`src/rtl/dmem_port_arbiter_pkg.sv`:
```
// Shared types for the data-RAM port arbiter: FSM state and port-owner encodings.
// No logic here.
// Nothing to stall.
package dmem_port_arbiter_pkg;

  typedef enum logic {
    ST_IDLE = 1'b0,
    ST_BUSY = 1'b1
  } state_e;

  typedef enum logic {
    OWN_CPU = 1'b0,
    OWN_DBG = 1'b1
  } owner_e;

  // Width needed to hold 0..limit inclusive.
  function automatic int starve_cnt_w(input int limit);
    return (limit < 1) ? 1 : $clog2(limit + 1);
  endfunction

endpackage

```
`src/rtl/dmem_port_arbiter_starve_ctr.sv`:
```
// Saturating starvation counter for the debug port; 'starved' once LIMIT is reached.
// Count updates on the clock edge; o_starved is a registered-count compare.
// No backpressure; clear has priority over increment.
// Ports: clk, rst (async, active-high), i_clr, i_inc, o_starved.
module dmem_starve_ctr
  import dmem_port_arbiter_pkg::*;
#(
  parameter int LIMIT = 4
) (
  input  logic clk,
  input  logic rst,
  input  logic i_clr,
  input  logic i_inc,
  output logic o_starved
);

  localparam int CW = starve_cnt_w(LIMIT);

  logic [CW-1:0] r_cnt;

  always_ff @(posedge clk or posedge rst) begin
    if (rst) begin
      r_cnt <= '0;
    end else if (i_clr) begin
      r_cnt <= '0;
    end else if (i_inc && (r_cnt < CW'(LIMIT))) begin
      r_cnt <= r_cnt + 1'b1;
    end
  end

  assign o_starved = (r_cnt >= CW'(LIMIT));

endmodule

```
`src/rtl/dmem_port_arbiter.sv`:
```
// Shares the single-port data RAM between the cpu MEM stage and the debug/loader port.
// Issue cycle N (ram_* driven), ack at N+1; next issue no earlier than N+2.
// Requesters hold req until ack; cpu_stall = cpu_req & ~cpu_ack. Cpu has priority,
// except dbg is forced to win after STARVE_LIMIT consecutive lost cycles.
// Ports: clk, rst; cpu_{req,we,addr,wdata,rdata,ack,stall}; dbg_{req,we,addr,wdata,rdata,ack};
//        ram_{we,addr,din} to the RAM, ram_dout (1-cycle synchronous read) from it.
module dmem_port_arbiter
  import dmem_port_arbiter_pkg::*;
#(
  parameter int ADDR_W       = 14,
  parameter int DATA_W       = 32,
  parameter int STARVE_LIMIT = 4
) (
  input  logic              clk,
  input  logic              rst,
  input  logic              cpu_req,
  input  logic              cpu_we,
  input  logic [31:0]       cpu_addr,
  input  logic [DATA_W-1:0] cpu_wdata,
  output logic [DATA_W-1:0] cpu_rdata,
  output logic              cpu_ack,
  output logic              cpu_stall,
  input  logic              dbg_req,
  input  logic              dbg_we,
  input  logic [31:0]       dbg_addr,
  input  logic [DATA_W-1:0] dbg_wdata,
  output logic [DATA_W-1:0] dbg_rdata,
  output logic              dbg_ack,
  output logic              ram_we,
  output logic [ADDR_W-1:0] ram_addr,
  output logic [DATA_W-1:0] ram_din,
  input  logic [DATA_W-1:0] ram_dout
);

  state_e r_state;
  state_e w_state_nxt;
  owner_e r_owner;
  owner_e w_owner_nxt;
  owner_e w_win;
  logic   w_issue;
  logic   w_starved;
  logic   w_dbg_issued;

  // Byte-lane and out-of-range address bits are intentionally dropped (addresses wrap).
  logic   w_unused_addr_bits;
  assign w_unused_addr_bits = ^{cpu_addr[31:ADDR_W+2], cpu_addr[1:0],
                                dbg_addr[31:ADDR_W+2], dbg_addr[1:0]};

  always_ff @(posedge clk or posedge rst) begin
    if (rst) begin
      r_state <= ST_IDLE;
      r_owner <= OWN_CPU;
    end else begin
      r_state <= w_state_nxt;
      r_owner <= w_owner_nxt;
    end
  end

  always_comb begin
    w_state_nxt = r_state;
    w_owner_nxt = r_owner;
    w_win       = OWN_CPU;
    w_issue     = 1'b0;
    ram_we      = 1'b0;
    ram_addr    = '0;
    ram_din     = '0;
    cpu_ack     = 1'b0;
    cpu_rdata   = '0;
    dbg_ack     = 1'b0;
    dbg_rdata   = '0;
    // Registers are already cleared asynchronously, but the IDLE arbitration is
    // combinational from the request inputs, so it must be masked while rst is high.
    if (!rst) begin
      case (r_state)
        ST_IDLE: begin
          if (dbg_req && w_starved) begin
            w_win   = OWN_DBG;
            w_issue = 1'b1;
          end else if (cpu_req) begin
            w_win   = OWN_CPU;
            w_issue = 1'b1;
          end else if (dbg_req) begin
            w_win   = OWN_DBG;
            w_issue = 1'b1;
          end
          if (w_issue) begin
            if (w_win == OWN_DBG) begin
              ram_we   = dbg_we;
              ram_addr = dbg_addr[ADDR_W+1:2];
              ram_din  = dbg_wdata;
            end else begin
              ram_we   = cpu_we;
              ram_addr = cpu_addr[ADDR_W+1:2];
              ram_din  = cpu_wdata;
            end
            w_state_nxt = ST_BUSY;
            w_owner_nxt = w_win;
          end
        end
        ST_BUSY: begin
          // Writes ack too; rdata is then whatever the RAM returned and is ignored.
          if (r_owner == OWN_DBG) begin
            dbg_ack   = 1'b1;
            dbg_rdata = ram_dout;
          end else begin
            cpu_ack   = 1'b1;
            cpu_rdata = ram_dout;
          end
          w_state_nxt = ST_IDLE;
        end
        default: w_state_nxt = ST_IDLE;
      endcase
    end
  end

  assign cpu_stall    = cpu_req & ~cpu_ack;
  assign w_dbg_issued = w_issue && (w_win == OWN_DBG);

  // Counts every cycle dbg waits, including the BUSY cycle of any access.
  dmem_starve_ctr #(
    .LIMIT(STARVE_LIMIT)
  ) u_starve_ctr (
    .clk      (clk),
    .rst      (rst),
    .i_clr    (~dbg_req | w_dbg_issued),
    .i_inc    (dbg_req & ~w_dbg_issued),
    .o_starved(w_starved)
  );

endmodule

```
`config.mk`:
```
export PLATFORM = sky130hd
export DESIGN_NAME = dmem_port_arbiter
export DESIGN_NICKNAME = d
export VERILOG_FILES = /design/src/rtl/dmem_port_arbiter_pkg.sv /design/src/rtl/dmem_port_arbiter_starve_ctr.sv /design/src/rtl/dmem_port_arbiter.sv
export SDC_FILE = /design/constraint.sdc
export NUM_CORES = 1
export LEC_CHECK = 0
export CORE_AREA = 2 2 107 109
export DETAILED_ROUTE_END_ITERATION = 6
export DIE_AREA = 0 0 109 111
export GPL_TIMING_DRIVEN = 0
export SLEW_MARGIN = 20
export SYNTH_ARGS = -nofsm -noshare
export SYNTH_HDL_FRONTEND = slang
export SYNTH_HIERARCHICAL = 1
export SYNTH_SLANG_ARGS = --single-unit
export TNS_END_PERCENT = 1
```
`constraint.sdc`:
```
create_clock -name clk -period 1.8 [get_ports clk]
set_input_delay 0.45 -clock clk [delete_from_list [all_inputs] [get_ports clk]]
set_output_delay 0.45 -clock clk [all_outputs]
set_load 0.02 [all_outputs]
```
==> results of run 1 <==
## metrics by stage
stage / total power, mW / hold slack (ps) / utilization
after floorplan: 0.6420 / 184.8 / -
after global placement: 1.280 / 527.9 / 0.3972
after detailed placement: 1.287 / 536.4 / 0.3972
after CTS: 1.658 / 259.1 / 0.3975
after global routing: 1.888 / 128.3 / 0.4349
final: 1.791 / 121.4 / 0.4349
## logic make-up after synthesis
family	count (synthesis)	synth area share
AOI/OAI and AO/OA	99	0.2806
adders and majority gates	2	0.01399
buffers and inverters	37	0.1400
DFF	5	0.06998
muxes	2	0.01469
and+or+nand+nor	124	0.4808
## layer usage
layer | wire length (um) | up-vias | GRT usage
li1 | - | 1449 | -
met1 | 3826 | 1351 | 0.1709
met2 | 5392 | 185 | 0.3014
met3 | 1127 | 6 | 0.03586
met4 | 139 | 0 | 0.04103
met5 | 0 | - | 0
## layout by cell type (no fill, tap or decap), types with 3 or more instances in the layout
cell / n
a21oi_1: 27
and2_4: 16
clkbuf_16: 5
buf_2: 12
clkdlybuf4s50_1: 126
a21oi_2: 22
buf_6: 67
clkbuf_2: 5
o21ai_2: 3
buf_4: 63
buf_12: 3
o21ai_1: 13
nand3b_1: 47
buf_8: 7
dfrtp_1: 5
o21ai_0: 32
nor2_1: 3
and2_1: 48
inv_1: 3
## area by class of cell
class | count | area (sq um) | area share
Multi-Input combinational cell | 227 | 1559 | 0.3236
Inverter | 5 | 23.77 | 0.004935
Timing Repair Buffer | 257 | 2532 | 0.5257
Tap cell | 143 | 178.9 | 0.03714
Clock buffer | 4 | 78.83 | 0.01636
Sequential cell | 5 | 125.1 | 0.02597
Buffer | 31 | 319.1 | 0.06623
## worst register-to-register path: stages (launching register included)
cell and delay (ps):
dfrtp_1 410, nor2b_4 190, buf_12 140, buf_16 100, nor2_1 50, a21oi_2 190, nor2b_4 190, mux2_4 300
## registers in the layout (all words and copies together), names as in the netlist
register            count
r_owner                 1
r_state                 1
u_starve_ctr/r_cnt      3
## power by group
group	total, mW	switching [mW]	leakage, nW	internal (mW)
combinational	1.29	0.566	1.95	0.723
sequential	0.141	0.0156	0.0659	0.125
clock	0.361	0.0679	0.0382	0.293
## repair_timing
item	in CTS	in global routing
cloned	2	3
pin swaps	16	28
hold buffers	0	0
resized for setup	570	152
setup buffers	7	2
setup endpoints to repair	117	116
## how the worst max path moves through the flow
| stage | endpoint | start | slack, ps | cells after the start |
|---|---|---|---|---|
| 3_5_place_dp | ram_addr[0] | cpu_req | -1220 | 6 |
| 5_1_grt | ram_din[21] | u_starve_ctr/r_cnt[2]$_DFFE_PP0P_ | -300 | 7 |
| 6_report | ram_din[21] | u_starve_ctr/r_cnt[2]$_DFFE_PP0P_ | -270 | 7 |
| 4_1_cts | ram_din[22] | u_starve_ctr/r_cnt[2]$_DFFE_PP0P_ | -250 | 7 |
| 3_3_place_gp | ram_addr[0] | cpu_req | -1230 | 6 |
| 2_1_floorplan | ram_addr[10] | u_starve_ctr/r_cnt[2]$_DFFE_PP0P_ | 3 | 6 |
==> impl_metrics.yaml, run 1 <==
grt:
  grt_pass1_vias: 2936
  grt.overflow.total: 0
  grt_usage: 0.1583
  grt_max_degree: 11
  grt_pass1_wl_um: 15170
  antenna_found_initial: 0
synthesis:
  synth_ff_type: "dfrtp_1"
  synth_most_common_cell: "and2_1"
  synth_cells: 269
  yosysWarningCount: 6
  ys_seq_area_frac: 0.06998
  synth_top_area_share: 0.2239
  syn_area_sq_um: 1788
  post_synth.cell_area_avg_sq_um: 6.647
  yosys.area.top_type: "and2_1"
  synth.top_cells.by_count: "and2_1, a21oi_1, nand3b_1"
  synth_edf_count: 0
  async_flop_share: 1.000
  synth_seq_cells: 5
  synth_nets: 437
  synth_cell_types: 26
  synth_area_leaders: "and2_1, nand3b_1, a21oi_1"
floorplan:
  die_area_sq_um: 12100
  dieWidth_um: 109
  die_h_um: 111
  start_util: 0.1614
  ios: 280
  coreArea_sq_um: 11080
  rows: 39
cells_and_area:
  fin_nets: 698
  antennaDiodeCount: 0
  instances_no_fill: 672
  drive_above_1_share: 0.4083
  final_cell_area_sq_um: 4817
  fillers: 1149
  syn2layout_area_growth_pct: 169.4
place:
  dp_slack_ps: -1216
  placed_cells: 655
  gp_congestion: 0.8037
  dpl_cell_area_sq_um: 4399
  portBuffers: 243
  dp.final_hpwl_um: 8473
route:
  first_iter_violations: 83
  wl_um: 10490
  antenna_left: 0
  post_drt_wl_per_cell_um: 15.60
  first_pass_iters: 4
  dr_total_vias: 2991
  post-route-drc-count: 0
  via_per_inst: 4.451
critical_path:
  crit_family: "buffers and inverters"
  cpPeakStageDelay_ps: 410
  critPathKind: "flip-flop to output port"
  start_kind: "flip-flop"
  r2r_setup_slack_ps: 120
  timing.rr.start: "u_starve_ctr/r_cnt[2]$_DFFE_PP0P_"
  worst-r2r-cell-count: 7
  crit_path_frequent_cell: "buf_6"
  r2r-end: "u_starve_ctr/r_cnt[0]$_DFFE_PP0P_"
  critPathRequiredTime_ps: 1350
  path_cells: "nor2b_4 > buf_6 > buf_6 > buf_6 > o21ai_0 > a21oi_2 > buf_4"
  critPathCaptureType: "output port"
  crit_fanout: 5
  cp_slowest_cell: "dfrtp_1"
  arrival_ps: 1620
  cp_num_buf_inv: 4
sta:
  finalCritPeriodShare: 1.148
  slew_headroom: 0.7878
  finalMaxSlewViolations: 0
  max_freq_mhz: 483.8
  period_minus_slack_ps: 2067
  finalSetupViolCount: 76
  timing.setup.tns_ps: -11560
  setup_slack_ps: -267.1
  hold_viol_final: 0
  skew_ps: 0.08492
  worst_pin_slew_ps: 316.2
  rsz0062_at_grt: "true"
run_status:
  status: "finished, violations left"
  violations: "setup timing"
min_path:
  min_path_type: "input port to asynchronous set/reset pin"
clock_tree:
  clkTransAtPathRegs_ps: 30
  cts.sinks: 5
  cts.htree.levels: 1
  clock_latency_ps: 220
  root_buffer: "clkbuf_16"
  cts_max_path_buffers: 2
  cts_buffers: 3
  cts_tree: "done"
power:
  power_density_nw_per_um2: 371.7
  p_leak_nw: 2.057
  peakVddDrop_v: 0.0002466
run:
  maxCapViolCount: 0
Note: power is estimated with default switching activity, not from simulation.
==> run 2: changes to the inputs <==
PLACE_DENSITY = 0.69   (was not set)
SKIP_LAST_GASP = 1   (was not set)
==> run 2 against run 1 <==
The run still ends with setup timing left. Cell count down 0.74%. Combinational power shrank 16%. Clock power increased by 1%. Maximum frequency decreased by 0.41%. Sequential share of layout area grew 0.33 points. Total power decreased by 11%. Setup slack worse by 8.5 ps. Register-to-register slack lost 180 ps. Flip-flop and latch count unchanged. Critical path type is now input port to output port.
==> impl_metrics.yaml, run 2 (same netlist as run 1, synthesis figures left out) <==
run_status:
  status: "finished, violations left"
  violations: "setup timing"
power:
  peakVddDrop_v: 0.0002555
  power_density_nw_per_um2: 373.5
  clockPowerShare: 0.229
  p_total_mw: 1.594
  power_frac_seq: 0.088
  p_comb_frac: 0.682
  power.switching_mw: 0.6105
  sw_frac_of_total: 0.3830
  intPower_mw: 0.9837
  p_leak_nw: 2.011
clock_tree:
  clkTransAtPathRegs_ps: 30
  cts.sinks: 5
  cts_max_path_buffers: 2
  clock_latency_ps: 230
  cts.htree.levels: 1
  root_buffer: "clkbuf_16"
  cts_tree: "done"
  cts_buffers: 3
cells_and_area:
  final_cell_mix: "clkdlybuf4s50_1, and2_1, clkbuf_2, nand3b_1, a21oi_1"
  instances_no_fill: 667
  fin_nets: 693
  largest_reg_flops: 3
  layout_commonest_cell: "clkdlybuf4s50_1"
  antennaDiodeCount: 0
  syn2layout_area_growth_pct: 138.7
  reg_top3: "u_starve_ctr/r_cnt: 3 flops, r_owner: 1 flops, r_state: 1 flops"
  top_register: "u_starve_ctr/r_cnt"
  drive_above_1_share: 0.2538
sta:
  hold_viol_final: 0
  finalCritPeriodShare: 1.153
  worst_pin_slew_ps: 525.0
  period_minus_slack_ps: 2076
  slew_headroom: 0.6463
  finalMaxSlewViolations: 0
  rsz0062_at_grt: "true"
  setup_slack_ps: -275.6
  whs_ps: 143.8
  finalSetupViolCount: 111
  skew_ps: 1.600
  max_freq_mhz: 481.8
critical_path:
  critPathKind: "input port to output port"
  cpPeakStageDelay_ps: 200
  path_cells: "buf_4 > nor2b_4 > buf_12 > buf_8 > buf_6 > nand3b_1 > a21oi_1 > buf_2"
  critPathCaptureType: "output port"
  start_kind: "input port"
  crit_fanout: 10
  arrival_ps: 1630
  cp_slowest_cell: "buf_2"
  critPathRequiredTime_ps: 1350
route:
  wl_um: 10910
  antenna_left: 0
  via_per_inst: 4.522
  post-route-drc-count: 0
  first_pass_iters: 5
  post_drt_wl_per_cell_um: 16.35
  first_iter_violations: 115
  dr_total_vias: 3016
place:
  gp_congestion: 0.8306
  placed_cells: 655
  dp.final_hpwl_um: 8907
  portBuffers: 243
grt:
  grt_pass1_wl_um: 15750
  antenna_found_initial: 0
  grt_max_degree: 11
  grt_usage: 0.1678
  grt.overflow.total: 0
  grt_pass1_vias: 3040
floorplan:
  ios: 280
  die_h_um: 111
  rows: 39
  start_util: 0.1614
  dieWidth_um: 109
  die_area_sq_um: 12100
  coreArea_sq_um: 11080
run:
  maxCapViolCount: 0
min_path:
  min_path_type: "input port to asynchronous set/reset pin"
## run 2: power groups by stage
| stage | Clock, mW | Sequential [mW] | Combinational (mW) |
|---|---|---|---|
| global placement | 0 | 0.139 | 1.14 |
| finish | 0.366 | 0.141 | 1.09 |
| floorplan | 0 | 0.137 | 0.505 |
| global route | 0.378 | 0.144 | 1.17 |
| detailed placement | 0 | 0.140 | 1.15 |
| CTS | 0.369 | 0.139 | 1.11 |
## run 2: final timing paths
kind | startpoint | end | slack [ps] | depth (start not counted)
setup / recovery | cpu_req | ram_din[17] | -280 | 8
hold / removal | rst | r_state$_DFFE_PP0N_ | 140 | 2
setup reg to reg | u_starve_ctr/r_cnt[2]$_DFFE_PP0P_ | u_starve_ctr/r_cnt[0]$_DFFE_PP0P_ | -60 | 7
hold reg to reg | r_state$_DFFE_PP0N_ | r_state$_DFFE_PP0N_ | 590 | 2
max in group asynchronous | rst | u_starve_ctr/r_cnt[1]$_DFFE_PP0P_ | 1500 | 2
min in group clk | rst | r_state$_DFFE_PP0N_ | 550 | 3
## run 2: per-stage QoR
step                area (sq um)  utilization  TNS (ps)  setup slack [ps]
floorplan                   1788            -         0             3.227
global placement            4399       0.3972   -112360             -1325
detailed placement          4399       0.3972   -112950             -1294
CTS                         4521       0.4081    -41200            -445.8
global route                4268       0.3853    -30130            -329.9
finish                      4268       0.3853    -20540            -275.6
## run 2: timing repair
action / CTS / global route
hold buffers: 0 / 0
gates cloned: 1 / 0
buffers inserted: 6 / 3
resized for setup: 196 / 152
endpoints found under the setup margin: 117 / 116
pin swaps: 3 / 2
## run 2: final cells by class
class                      count  area (sq um)
fill                        1195          6809
timing repair buffer         252          2157
multi-input combinational    227          1433
buffer                        31         276.5
tap                          143         178.9
sequential                     5         125.1
clock buffer                   4         78.83
inverter                       5         18.77
## run 2: critical path, delay by kind of cell
kind	cells	cell delay, ps
buf+inv	5	730
compound gates	1	170
simple gates	2	280
## run 2: routing by layer
layer | global-route usage | up-vias | part of all wire
li1 | - | 1439 | -
met1 | 0.1845 | 1392 | 0.38
met5 | 0 | - | 0
met3 | 0.03292 | 12 | 0.095
met4 | 0.04359 | 0 | 0.016
met2 | 0.3193 | 173 | 0.51
